**src/rtl/tmds_gearbox_pkg.sv**
```systemverilog
// Shared definitions for the TMDS output gearbox.
// Contents: TMDS control symbols, the clock-lane pattern, the gearbox FSM
// state type and a bit-reversal helper used when symbols leave MSB first.
package tmds_gearbox_pkg;

  localparam int unsigned TMDS_W = 10;

  // Control symbols indexed by {C1, C0}.
  localparam logic [TMDS_W-1:0] TMDS_CTRL_00 = 10'b1101010100;
  localparam logic [TMDS_W-1:0] TMDS_CTRL_01 = 10'b0010101011;
  localparam logic [TMDS_W-1:0] TMDS_CTRL_10 = 10'b0101010100;
  localparam logic [TMDS_W-1:0] TMDS_CTRL_11 = 10'b1010101011;

  // Clock lane in transmission order: bit 0 leaves first, so five 1s then five 0s.
  localparam logic [TMDS_W-1:0] TMDS_CLK_PATTERN = 10'b0000011111;

  typedef enum logic [0:0] {StPrime, StRun} gb_state_e;

  function automatic logic [TMDS_W-1:0] reverse_bits(input logic [TMDS_W-1:0] w);
    logic [TMDS_W-1:0] r;
    for (int i = 0; i < TMDS_W; i++) begin
      r[i] = w[TMDS_W-1-i];
    end
    return r;
  endfunction

endpackage

```
**src/rtl/tmds_gearbox_if.sv**
```systemverilog
// Symbol handshake between the TMDS encoders (master) and the gearbox (slave).
//   in_valid      : master -> slave, symbol set on tmds_internal is valid
//   in_ready      : slave -> master, gearbox accepts this cycle
//   tmds_internal : master -> slave, one WORD_W symbol per data lane
interface tmds_gearbox_if #(
  parameter int unsigned NUM_CHANNELS = 3,
  parameter int unsigned WORD_W       = 10
) ();

  logic                                 in_valid;
  logic                                 in_ready;
  logic [NUM_CHANNELS-1:0][WORD_W-1:0]  tmds_internal;

  modport master (output in_valid, output tmds_internal, input in_ready);
  modport slave  (input in_valid, input tmds_internal, output in_ready);

endinterface

```
**src/rtl/tmds_gearbox_lane_shifter.sv**
```systemverilog
// One output lane of the TMDS gearbox: holds the not-yet-sent bits of the
// current symbol and emits OUT_W bits per clock, earliest bit in bits[0].
//   clk       : serial-rate clock
//   reset     : synchronous, active-high; restarts at beat 0 of RESET_WORD
//   load      : take load_word this edge instead of shifting
//   load_word : next symbol, already in transmission order (bit 0 first)
//   bits      : registered lane output, polarity inversion applied
module tmds_gearbox_lane_shifter #(
  parameter int unsigned      WORD_W     = 10,
  parameter int unsigned      OUT_W      = 2,
  parameter logic [WORD_W-1:0] RESET_WORD = '0,
  parameter bit               INV        = 1'b0
) (
  input  logic              clk,
  input  logic              reset,
  input  logic              load,
  input  logic [WORD_W-1:0] load_word,
  output logic [OUT_W-1:0]  bits
);

  localparam logic [OUT_W-1:0] InvMask = {OUT_W{INV}};

  // sh_q holds the bits still to be sent; bits_q is the beat on the wire now.
  logic [WORD_W-1:0] sh_q;
  logic [OUT_W-1:0]  bits_q;

  always_ff @(posedge clk) begin
    if (reset) begin
      sh_q   <= RESET_WORD >> OUT_W;
      bits_q <= RESET_WORD[OUT_W-1:0] ^ InvMask;
    end else if (load) begin
      sh_q   <= load_word >> OUT_W;
      bits_q <= load_word[OUT_W-1:0] ^ InvMask;
    end else begin
      sh_q   <= sh_q >> OUT_W;
      bits_q <= sh_q[OUT_W-1:0] ^ InvMask;
    end
  end

  assign bits = bits_q;

endmodule

```
**src/rtl/tmds_gearbox.sv**
```systemverilog
// TMDS output gearbox: turns one WORD_W symbol per lane every B clocks into
// OUT_W bits per lane per clock, plus a generated clock lane.
//   clk_pixel_x5    : serial-rate clock (pixel rate x B)
//   reset           : synchronous, active-high
//   up              : symbol handshake (slave side)
//   pattern_en      : replace data with pattern_sym at each load
//   pattern_sym     : test symbol
//   underflow_clear : clears the sticky underflow flag
//   tmds_out        : per-lane bits, earliest bit in bit 0
//   tmds_clock_out  : clock-lane bits
//   word_start      : high on the beat-0 cycle of each symbol
//   underflow       : sticky, an idle symbol was inserted while running
module tmds_gearbox
  import tmds_gearbox_pkg::*;
#(
  parameter int unsigned             NUM_CHANNELS = 3,
  parameter int unsigned             WORD_W       = 10,
  parameter int unsigned             OUT_W        = 2,
  parameter logic [NUM_CHANNELS:0]   POL_INV      = '0,
  parameter bit                      LSB_FIRST    = 1'b1,
  parameter logic [WORD_W-1:0]       IDLE_SYM     = TMDS_CTRL_00
) (
  input  logic                                clk_pixel_x5,
  input  logic                                reset,
  tmds_gearbox_if.slave                       up,
  input  logic                                pattern_en,
  input  logic [WORD_W-1:0]                   pattern_sym,
  input  logic                                underflow_clear,
  output logic [NUM_CHANNELS-1:0][OUT_W-1:0]  tmds_out,
  output logic [OUT_W-1:0]                    tmds_clock_out,
  output logic                                word_start,
  output logic                                underflow
);

  localparam int unsigned      B        = WORD_W / OUT_W;
  localparam int unsigned      BeatW    = (B > 1) ? $clog2(B) : 1;
  localparam logic [BeatW-1:0] LastBeat = BeatW'(B - 1);

  function automatic logic [WORD_W-1:0] order_bits(input logic [WORD_W-1:0] w);
    return LSB_FIRST ? w : reverse_bits(w);
  endfunction

  localparam logic [WORD_W-1:0] IdleOrdered = LSB_FIRST ? IDLE_SYM : reverse_bits(IDLE_SYM);

  logic [BeatW-1:0]                    beat_q;
  logic [NUM_CHANNELS-1:0][WORD_W-1:0] hold_q;
  logic                                hold_valid_q;
  logic                                word_start_q;
  logic                                underflow_q;
  gb_state_e                           state_q;

  logic                                load;
  logic                                accept;
  logic                                idle_insert;
  logic [NUM_CHANNELS-1:0][WORD_W-1:0] load_words;

  assign load        = (beat_q == LastBeat);
  assign up.in_ready = !reset && (!hold_valid_q || load);
  assign accept      = up.in_valid && up.in_ready;
  // Pattern mode replaces the symbol, so nothing idle reaches the wire then.
  assign idle_insert = load && !hold_valid_q && !up.in_valid && !pattern_en;

  always_comb begin
    load_words = '0;
    for (int i = 0; i < NUM_CHANNELS; i++) begin
      if (pattern_en)        load_words[i] = order_bits(pattern_sym);
      else if (hold_valid_q) load_words[i] = order_bits(hold_q[i]);
      else if (up.in_valid)  load_words[i] = order_bits(up.tmds_internal[i]);
      else                   load_words[i] = IdleOrdered;
    end
  end

  always_ff @(posedge clk_pixel_x5) begin
    if (reset) begin
      beat_q       <= '0;
      hold_q       <= '0;
      hold_valid_q <= 1'b0;
      word_start_q <= 1'b1;
      underflow_q  <= 1'b0;
      state_q      <= StPrime;
    end else begin
      beat_q       <= load ? '0 : beat_q + 1'b1;
      word_start_q <= load;
      if (load) begin
        // Hold drains into the shifters; a concurrent transfer refills it.
        hold_valid_q <= hold_valid_q && up.in_valid;
        if (hold_valid_q && up.in_valid) hold_q <= up.tmds_internal;
      end else if (accept) begin
        hold_valid_q <= 1'b1;
        hold_q       <= up.tmds_internal;
      end
      if (accept) state_q <= StRun;
      // A new underflow beats a simultaneous clear.
      if (idle_insert && state_q == StRun) underflow_q <= 1'b1;
      else if (underflow_clear)            underflow_q <= 1'b0;
    end
  end

  assign word_start = word_start_q;
  assign underflow  = underflow_q;

  for (genvar i = 0; i < NUM_CHANNELS; i++) begin : g_lane
    tmds_gearbox_lane_shifter #(
      .WORD_W     (WORD_W),
      .OUT_W      (OUT_W),
      .RESET_WORD (IdleOrdered),
      .INV        (POL_INV[i])
    ) u_lane (
      .clk       (clk_pixel_x5),
      .reset     (reset),
      .load      (load),
      .load_word (load_words[i]),
      .bits      (tmds_out[i])
    );
  end

  tmds_gearbox_lane_shifter #(
    .WORD_W     (WORD_W),
    .OUT_W      (OUT_W),
    .RESET_WORD (TMDS_CLK_PATTERN),
    .INV        (POL_INV[NUM_CHANNELS])
  ) u_clock_lane (
    .clk       (clk_pixel_x5),
    .reset     (reset),
    .load      (load),
    .load_word (TMDS_CLK_PATTERN),
    .bits      (tmds_clock_out)
  );

endmodule

```
**src/flat_wrapper.sv**
```systemverilog
// flat-port wrapper written by rule: the top's interface ports become plain ports
module tmds_gearbox_flat import tmds_gearbox_pkg::*;
#(
  parameter int unsigned             NUM_CHANNELS = 3,
  parameter int unsigned             WORD_W       = 10,
  parameter int unsigned             OUT_W        = 2,
  parameter logic [NUM_CHANNELS:0]   POL_INV      = '0,
  parameter bit                      LSB_FIRST    = 1'b1,
  parameter logic [WORD_W-1:0]       IDLE_SYM     = TMDS_CTRL_00
)
  (clk_pixel_x5, reset, pattern_en, pattern_sym, underflow_clear, tmds_out, tmds_clock_out, word_start, underflow, up_in_valid, up_tmds_internal, up_in_ready);
  tmds_gearbox_if #(.NUM_CHANNELS(NUM_CHANNELS), .WORD_W(WORD_W)) up_i ();
  input  logic clk_pixel_x5;
  input  logic reset;
  input  logic pattern_en;
  input  logic [WORD_W-1:0] pattern_sym;
  input  logic underflow_clear;
  output logic [NUM_CHANNELS-1:0][OUT_W-1:0] tmds_out;
  output logic [OUT_W-1:0] tmds_clock_out;
  output logic word_start;
  output logic underflow;
  input wire logic [$bits(up_i.in_valid)-1:0] up_in_valid;
  input wire logic [$bits(up_i.tmds_internal)-1:0] up_tmds_internal;
  output wire logic [$bits(up_i.in_ready)-1:0] up_in_ready;
  assign up_i.in_valid = up_in_valid;
  assign up_i.tmds_internal = up_tmds_internal;
  assign up_in_ready = up_i.in_ready;
  tmds_gearbox #(.NUM_CHANNELS(NUM_CHANNELS), .WORD_W(WORD_W), .OUT_W(OUT_W), .POL_INV(POL_INV), .LSB_FIRST(LSB_FIRST), .IDLE_SYM(IDLE_SYM)) u_core (.clk_pixel_x5(clk_pixel_x5), .reset(reset), .up(up_i), .pattern_en(pattern_en), .pattern_sym(pattern_sym), .underflow_clear(underflow_clear), .tmds_out(tmds_out), .tmds_clock_out(tmds_clock_out), .word_start(word_start), .underflow(underflow));
endmodule
```
**config.mk**
```make
export PLATFORM = sky130hd
export DESIGN_NAME = tmds_gearbox_flat
export DESIGN_NICKNAME = d
export VERILOG_FILES = /design/src/rtl/tmds_gearbox_pkg.sv /design/src/rtl/tmds_gearbox_if.sv /design/src/rtl/tmds_gearbox_lane_shifter.sv /design/src/rtl/tmds_gearbox.sv /design/src/flat_wrapper.sv
export SDC_FILE = /design/constraint.sdc
export NUM_CORES = 1
export LEC_CHECK = 0
export ABC_AREA = 1
export CORE_UTILIZATION = 49
export DETAILED_ROUTE_END_ITERATION = 8
export PLACE_DENSITY = 0.77
export SETUP_SLACK_MARGIN = 0.15
export SLEW_MARGIN = 25
export SYNTH_ARGS = -nofsm -noshare
export SYNTH_HDL_FRONTEND = slang
export SYNTH_HIERARCHICAL = 1
export SYNTH_SLANG_ARGS = --single-unit
```
**constraint.sdc**
```tcl
create_clock -name clk_pixel_x5 -period 1.5 [get_ports clk_pixel_x5]
set_clock_uncertainty 0.05 [all_clocks]
set_input_delay 0.375 -clock clk_pixel_x5 [delete_from_list [all_inputs] [get_ports clk_pixel_x5]]
set_output_delay 0.375 -clock clk_pixel_x5 [all_outputs]
set_load 0.03 [all_outputs]
```
======== Word-level counts from Yosys, hierarchy flattened ========
Index checks and enable logic that the tools add are counted.
cells by class
  reductions and logical operators ........ 16
  muxes and demuxes ....................... 22
  eq/ne operators ......................... 2
  add/subtract/negate cells ............... 1
operators with widths
  operator                                                       number
  10-bit 2-to-1 mux                                              9
  30-bit 2-to-1 mux                                              3
  8-bit 2-to-1 mux                                               3
  1-bit logical AND                                              7
  2-bit 2-to-1 mux                                               3
  1-bit logical NOT                                              4
  1-bit 2-to-1 mux                                               4
  2-bit nonzero test                                             2
  3-bit by 1-bit adder with 3-bit output, second input constant  1
  3-bit equality test, second input constant                     1
  2-bit != test, second input constant                           1
  2-bit AND reduction                                            1
  2-bit OR reduction                                             1
  1-bit logical OR                                               1
word-level totals
  input bits .............................. 45
  bits in registers ....................... 85
  word-level logic and storage cells ...... 58

======== Depth between registers and ports, before layout ========
Gate-level depths: netlist of the first run.
  word-level depth ........................ 6
  depth in mapped cells ................... 9
  mapped depth without buffers ............ 8

======== Modules after synthesis ========
Netlist of the first run, hierarchy kept.
modules (own cells, without submodules)
  module                                                    seq. area each (µm²)  cells an instance  instances  area each (µm²)
  tmds_gearbox                                              740.7                 320                1          2092.0
  tmds_gearbox_lane_shifter at u_core.g_lane[0].u_lane ...  200.2                 52                 3          392.9
  tmds_gearbox_lane_shifter at u_core.u_clock_lane          200.2                 45                 1          350.3

======== Worst setup path before layout of the first run ========
Ideal clock, no wire load.
  path kind ............................... register to output
  from .................................... register u_core.hold_valid_q
  to ...................................... output up_in_ready
  setup slack ............................. -0.121 ns
  data arrival time ....................... 1.196 ns
  buffers on the path ..................... 2
  stages on the path, launching flop included .. 4
  path through ............................ dfxtp_1 -> buf_4 -> buf_4 -> a21oi_1
between the ends
  word-level cells in the longest chain between the ends .. 3
ends and longest elaborated chain
  item                    line                text
  start, declared         tmds_gearbox.sv:47  logic hold_valid_q;
  start signal, assigned  tmds_gearbox.sv:86  hold_valid_q <= hold_valid_q && up.in_valid;
  1-bit logical NOT       tmds_gearbox.sv:58  assign up.in_ready = !reset && (!hold_valid_q || load);
  1-bit logical OR        tmds_gearbox.sv:58
  1-bit logical AND       tmds_gearbox.sv:58
  end, declared           flat_wrapper.sv:24  output wire logic [$bits(up_i.in_ready)-1:0] up_in_ready;
Every way passes these cells.

======== Worst setup path in the final report of the first run ========
  from .................................... register u_core.beat_q[1]
  to ...................................... output up_in_ready
between the ends
  word-level cells in the longest chain between the ends .. 3
ends and longest elaborated chain
  item                    line                text
  start, declared         tmds_gearbox.sv:45  logic [BeatW-1:0] beat_q;
  start signal, assigned  tmds_gearbox.sv:82  beat_q <= load ? '0 : beat_q + 1'b1;
  3-bit equality test     tmds_gearbox.sv:57  assign load = (beat_q == LastBeat);
  1-bit logical OR        tmds_gearbox.sv:58
  1-bit logical AND       tmds_gearbox.sv:58
Every way passes these cells.

==> results of run 1 <==
## critical path, cell delays in order, from the launching register on
cell,delay [ns]
dfxtp_2,0.33
inv_2,0.06
ha_4,0.14
nand2_4,0.06
a21oi_4,0.12
buf_6,0.14
## flip-flops by register name, summed over array words and instances (netlist names)
register                   flops
u_core/underflow               1
u_core/word_start              1
u_core/hold_q                 30
u_core/g_lane.u_lane/sh_q     24
u_core/beat_q                  3
u_core/u_clock_lane/sh_q       8
u_core/u_clock_lane/bits       2
u_core/g_lane.u_lane/bits      6
u_core/hold_valid_q            1
u_core/state_q                 1
## logic make-up after synthesis
family | count (synthesis) | share of synthesized area [%]
DFF | 77 | 42.6
other | 2 | 0.207
xor gates and xnor gates | 1 | 0.242
adders and majority gates | 2 | 0.691
and+or+nand+nor | 262 | 30.5
AOI/OAI and AO/OA | 84 | 13.1
buffers and inverters | 93 | 12.7
## path summary, 6_finish.rpt
check / cells past startpoint / slack (ns) / startpoint / endpoint
hold reg to reg: 2 / 0.38 / u_core/g_lane[0].u_lane/sh_q[6]$_SDFF_PP1_ / u_core/g_lane[0].u_lane/sh_q[4]$_SDFF_PP1_
setup / recovery: 5 / -0.12 / u_core/beat_q[1]$_SDFF_PP0_ / up_in_ready
setup reg to reg: 10 / -0.10 / u_core/beat_q[1]$_SDFF_PP0_ / u_core/hold_q[9]$_SDFFE_PP0P_
hold / removal: 2 / 0.38 / u_core/g_lane[0].u_lane/sh_q[6]$_SDFF_PP1_ / u_core/g_lane[0].u_lane/sh_q[4]$_SDFF_PP1_
## power by group through the flow
stage	sequential, uW	combinational (uW)	clock, uW
after floorplan	2350	623	0
after global placement	2320	996	0
after detailed placement	2330	1020	0
after CTS	2290	1110	1800
after global routing	2300	1260	1910
final	2290	1150	1790
## cells in the mapped netlist (2+ instances only)
master / count
dfxtp_1: 77
o22ai_1: 13
a22oi_1: 8
buf_2: 13
buf_6: 4
buf_4: 4
o221ai_1: 2
nand3_1: 45
clkbuf_1: 4
and3_1: 2
buf_12: 3
inv_1: 58
inv_2: 3
nand2_2: 4
nor2_1: 77
nor2_2: 10
clkinv_1: 4
conb_1: 2
nand2_1: 120
ha_1: 2
a21oi_1: 25
o21ai_0: 34
## metal layers
layer	up-vias	wire length [um]
li1	1801	-
met1	1617	4200
met2	142	4730
met3	11	709
met4	0	125
met5	-	0
## per-stage QoR
stage	area [um2]	hold slack, ns	power (uW)
floorplan	3690	0.356	2970
global placement	4420	0.360	3320
detailed placement	4420	0.368	3350
CTS	4780	0.387	5190
global route	4830	0.404	5470
finish	4830	0.385	5220
## layout make-up
class | count | area share [%]
inverters | 65 | 5.20
multi-input cells | 359 | 36.4
well taps | 96 | 2.49
flip-flops and latches | 77 | 32.0
clock inverters | 3 | 1.40
clock buffers | 13 | 3.29
repair buffers | 91 | 19.2
## repair_timing
item | in CTS | in global routing
cloned | 2 | 1
pin swaps | 3 | 1
setup endpoints to repair | 78 | 73
buffers inserted | 5 | 0
gates resized for setup | 75 | 13
==> results.cfg, run 1 <==
[outcome]
status = complete, but fails checks
violations = negative setup slack

[clock_tree]
clkTransAtPathRegs_ns = 0.08
cts_sinks = 77
cts_tree = done
ctsHoldBuffers = 0
cts_root_buf = clkbuf_8
cts_buffers = 9
htree_levels = 3
clk_latency_ns = 0.35
cts_buffer_depth = 2

[setup_path]
timing.critical_path.from_type = register
required_ns = 1.07
endpoint_kind = primary output
critical_path_class = register to primary output
cp_max_fo = 2
arrival_ns = 1.20

[layout]
mostFrequentLayoutCell = nand2_1
multi_input_area_um2 = 1760
n_fill_cell = 592
antenna_cells = 0
drive_above_1_share_pct = 17.1
final_core_util_pct = 69.2
layout_common_cells = nand2_1, dfxtp_1, nor2_1
final_cells = 704
syn2layout_area_growth_pct = 33.4
nNetsFinal = 650
register_area_um2 = 1550

[timing]
fmax_mhz = 617
rsz0062_at_grt = true
finalWorstSetupSlack_ns = -0.122
fin_tns_setup_ns = -1.19
hold_violations = 0
setup_violations = 32
fin_crit_ns = 1.62
drv_slew = 0
period_share_pct = 108

[global_route]
use_met1_pct = 34.1
busiest_layer = met2
use_met3_pct = 6.88
antenna_found_initial = 0
grt_pass1_vias = 3363
grt_first_pass_wirelength_mm = 15.6
grt_max_degree = 25
track_usage_pct = 26.6
grt_util_met2_pct = 43.1
gr-total-overflow = 0

[power]
p_per_area_nw_per_um2 = 1080
p_comb_share_pct = 21.9
seqPwrFrac_pct = 43.8
p_int_uw = 3750
p_sw_uw = 1470
ir_worst_vdd_uv = 584
clkPwrFrac_pct = 34.2
leakage_uw = 0.00223
p_sw_share_pct = 28.1

[place]
dp_cells = 680
hpwlAfterDp_mm = 6.29
io_buffers = 55
gp_congestion = 0.865
place_ws_ns = -0.380

[route]
num_vias = 3571
dr.pass1.iters = 5
vias_per_cell = 5.07
ant_nets = 0
drtIter0Drc = 301
drt_wl_total_mm = 9.76
drc = 0
routedWlPerCell_um = 13.9

[synthesis]
yosysTopAreaCell = dfxtp_1
synthTopCellsByArea = dfxtp_1, nand2_1, nor2_1
syn_area_per_cell_um2 = 6.95
synth_cell_types = 29
seq_area_frac_synth_pct = 42.6
synth_top_area_share_pct = 42.6
async_flop_share_pct = 0
synth-seq-cells = 77
synth_edf_count = 0
synth_cells = 521
synth_ff_type = dfxtp_1
ys_warn_count = 6
synth_area_um2 = 3620

[worst_hold_path]
min-delay-path-class = register to register

[floorplanning]
rows = 30
die_area_um2 = 7740
die_h_um = 88.0
core_area_um2 = 6980
start_util_pct = 51.9
die_w_um = 88.0
ios = 56

[flow_run]
cap_violations = 0
No activity file was read; power rests on OpenSTA's default activity.
==> run 2, diff against run 1 <==
CORE_MARGIN = 2   (was unset)
CORE_UTILIZATION = 57   (was 49)
DONT_BUFFER_PORTS = 1   (was unset)
PLACE_DENSITY = 0.75   (was 0.77)
==> run 2 against run 1 <==
The run still ends with negative setup slack left; highest routed layer unchanged; largest power group unchanged; critical path depth is 6 higher; register-to-register slack worse by 0.08 ns; worst hold slack worse by 0.36 ns; setup slack worse by 0.056 ns; clock power is 5% lower.
==> results.cfg, run 2 (synthesis gave the netlist of run 1 again) <==
[power]
p_sw_share_pct = 31.0
p_int_uw = 3700
leakage_uw = 0.00220
seqPwrFrac_pct = 43.8
finalPower_uw = 5370
clkPwrFrac_pct = 31.7
p_per_area_nw_per_um2 = 1080
ir_worst_vdd_uv = 854
p_comb_share_pct = 24.5
p_sw_uw = 1660

[layout]
largest_reg_flops = 30
drive_above_1_share_pct = 27.0
nNetsFinal = 609
antenna_cells = 0
n_fill_cell = 367
regMostFlops = u_core/hold_q
layout_common_cells = nand2_1, dfxtp_1, nor2_1
syn2layout_area_growth_pct = 37.2
final_cells = 644
mostFrequentLayoutCell = nand2_1
top_regs = u_core/hold_q: 30 flops, u_core/g_lane.u_lane/sh_q: 24 flops, u_core/u_clock_lane/sh_q: 8 flops

[place]
gp_congestion = 0.859
hpwlAfterDp_mm = 5.68
dp_cells = 589
io_buffers = 0

[floorplanning]
die_w_um = 83.7
die_area_um2 = 7010
start_util_pct = 58.0
rows = 29
ios = 56
die_h_um = 83.7
core_area_um2 = 6240

[flow_run]
cap_violations = 0

[global_route]
grt_max_degree = 33
grt_first_pass_wirelength_mm = 16.1
grt_pass1_vias = 3447
track_usage_pct = 29.0
gr-total-overflow = 0
antenna_found_initial = 0

[route]
routedWlPerCell_um = 19.1
dr.pass1.iters = 5
num_vias = 3909
ant_nets = 0
drt_wl_total_mm = 12.3
drtIter0Drc = 501
vias_per_cell = 6.07
drc = 0

[outcome]
status = complete, but fails checks
violations = negative setup slack

[timing]
setup_violations = 61
fin_tns_setup_ns = -4.04
fmax_mhz = 596
drv_slew = 0
fin_crit_ns = 1.68
finalWorstSetupSlack_ns = -0.178
rsz0062_at_grt = true
hold_violations = 0
hold_slack_ns = 0.0201
period_share_pct = 112

[setup_path]
worstReg2RegEnd = u_core/hold_q[0]$_SDFFE_PP0P_
rrSetupSlack_ns = -0.18
endpoint_kind = register
critical_path_class = register to register
required_ns = 1.73
cp_max_fo = 8
arrival_ns = 1.91
rr_worst_depth = 11
r2r-start = u_core/beat_q[1]$_SDFF_PP0_
timing.critical_path.from_type = register

[clock_tree]
cts_buffer_depth = 2
clk_latency_ns = 0.36
cts_buffers = 9
ctsHoldBuffers = 0
cts_root_buf = clkbuf_8
clkTransAtPathRegs_ns = 0.09
cts_sinks = 77
cts_tree = done
htree_levels = 3

[worst_hold_path]
hold-path-endpoint = u_core/state_q$_SDFFE_PP0P_
min_from = reset
min-delay-path-class = primary input to register
min_path_cells = 1
==> run 2: cell types whose count changed in the layout (fill, tap and decap cells not counted), moves of 10 or more <==
| cell | delta |
|---|---|
| buf_6 | +10 |
| clkdlybuf4s50_1 | -42 |
| a21oi_2 | +11 |
| nor2_4 | +14 |
| buf_4 | -15 |
| a21oi_1 | -14 |
| nand3_2 | +12 |
| nand3_1 | -13 |
| nor2_1 | -14 |
==> run 2: layout make-up <==
| cell class | count | area (um2) | area share [%] |
|---|---|---|---|
| Multi-Input combinational cell | 361 | 2060 | 41.5 |
| Sequential cell | 77 | 1550 | 31.1 |
| Timing Repair Buffer | 47 | 779 | 15.7 |
| Inverter | 65 | 259 | 5.21 |
| Clock buffer | 13 | 169 | 3.40 |
| Tap cell | 77 | 96.3 | 1.94 |
| Clock inverter | 3 | 42.5 | 0.856 |
| Timing Repair inverter | 1 | 16.3 | 0.327 |
==> run 2: through the flow <==
| stage | setup slack, ns | utilization, % | instance area, um2 |
|---|---|---|---|
| final | -0.178 | 79.6 | 4970 |
| after global routing | -0.200 | 79.6 | 4970 |
| after CTS | -0.110 | 71.1 | 4430 |
| after detailed placement | -0.101 | 59.4 | 3710 |
| after global placement | -0.0287 | 59.4 | 3710 |
| after floorplan | 0.144 | - | 3690 |
==> run 2: what timing repair did <==
item / in CTS / in global routing
pin swaps: 9 / 24
endpoints found under the setup margin: 61 / 67
buffers inserted: 18 / 6
resized for setup: 54 / 65
cloned: 6 / 9
==> run 2: power groups by stage <==
stage	clock (uW)	sequential, uW	combinational, uW
after floorplan	0	2350	623
after global placement	0	2360	724
after detailed placement	0	2370	744
after CTS	1680	2330	998
after global routing	1810	2360	1390
final	1700	2350	1320
==> run 2: per-layer routing <==
metal	up-vias	wire [um]	GRT usage [%]	share of wire (%)
met2	291	5860	49.9	47
met1	1818	4590	34.1	37
met5	-	0	0	0
li1	1728	-	-	-
met3	72	1240	9.30	10
met4	0	647	9.82	5.2
==> run 2: worst max-delay path: stages (launching register included) <==
cell and delay [ns]:
dfxtp_2 0.33, inv_2 0.07, ha_4 0.14, nand2_4 0.06
buf_6 0.14, buf_12 0.13, nand2_8 0.07, nand2_8 0.10
buf_12 0.15, nand2_8 0.12, nor2_4 0.05, nor2_1 0.17
==> run 2: how the worst max path moves through the flow <==
| stage | from | endpoint | slack [ns] | cells after the start |
|---|---|---|---|---|
| after floorplan | u_core/beat_q[0]$_SDFF_PP0_ | u_core/hold_q[16]$_SDFFE_PP0P_ | 0.14 | 8 |
| after global placement | u_core/beat_q[0]$_SDFF_PP0_ | u_core/hold_q[7]$_SDFFE_PP0P_ | -0.03 | 8 |
| after detailed placement | u_core/beat_q[0]$_SDFF_PP0_ | u_core/hold_q[13]$_SDFFE_PP0P_ | -0.10 | 8 |
| after CTS | u_core/beat_q[1]$_SDFF_PP0_ | up_in_ready | -0.11 | 4 |
| after global routing | u_core/beat_q[1]$_SDFF_PP0_ | u_core/hold_q[10]$_SDFFE_PP0P_ | -0.20 | 10 |
| final | u_core/beat_q[1]$_SDFF_PP0_ | u_core/hold_q[0]$_SDFFE_PP0P_ | -0.18 | 11 |
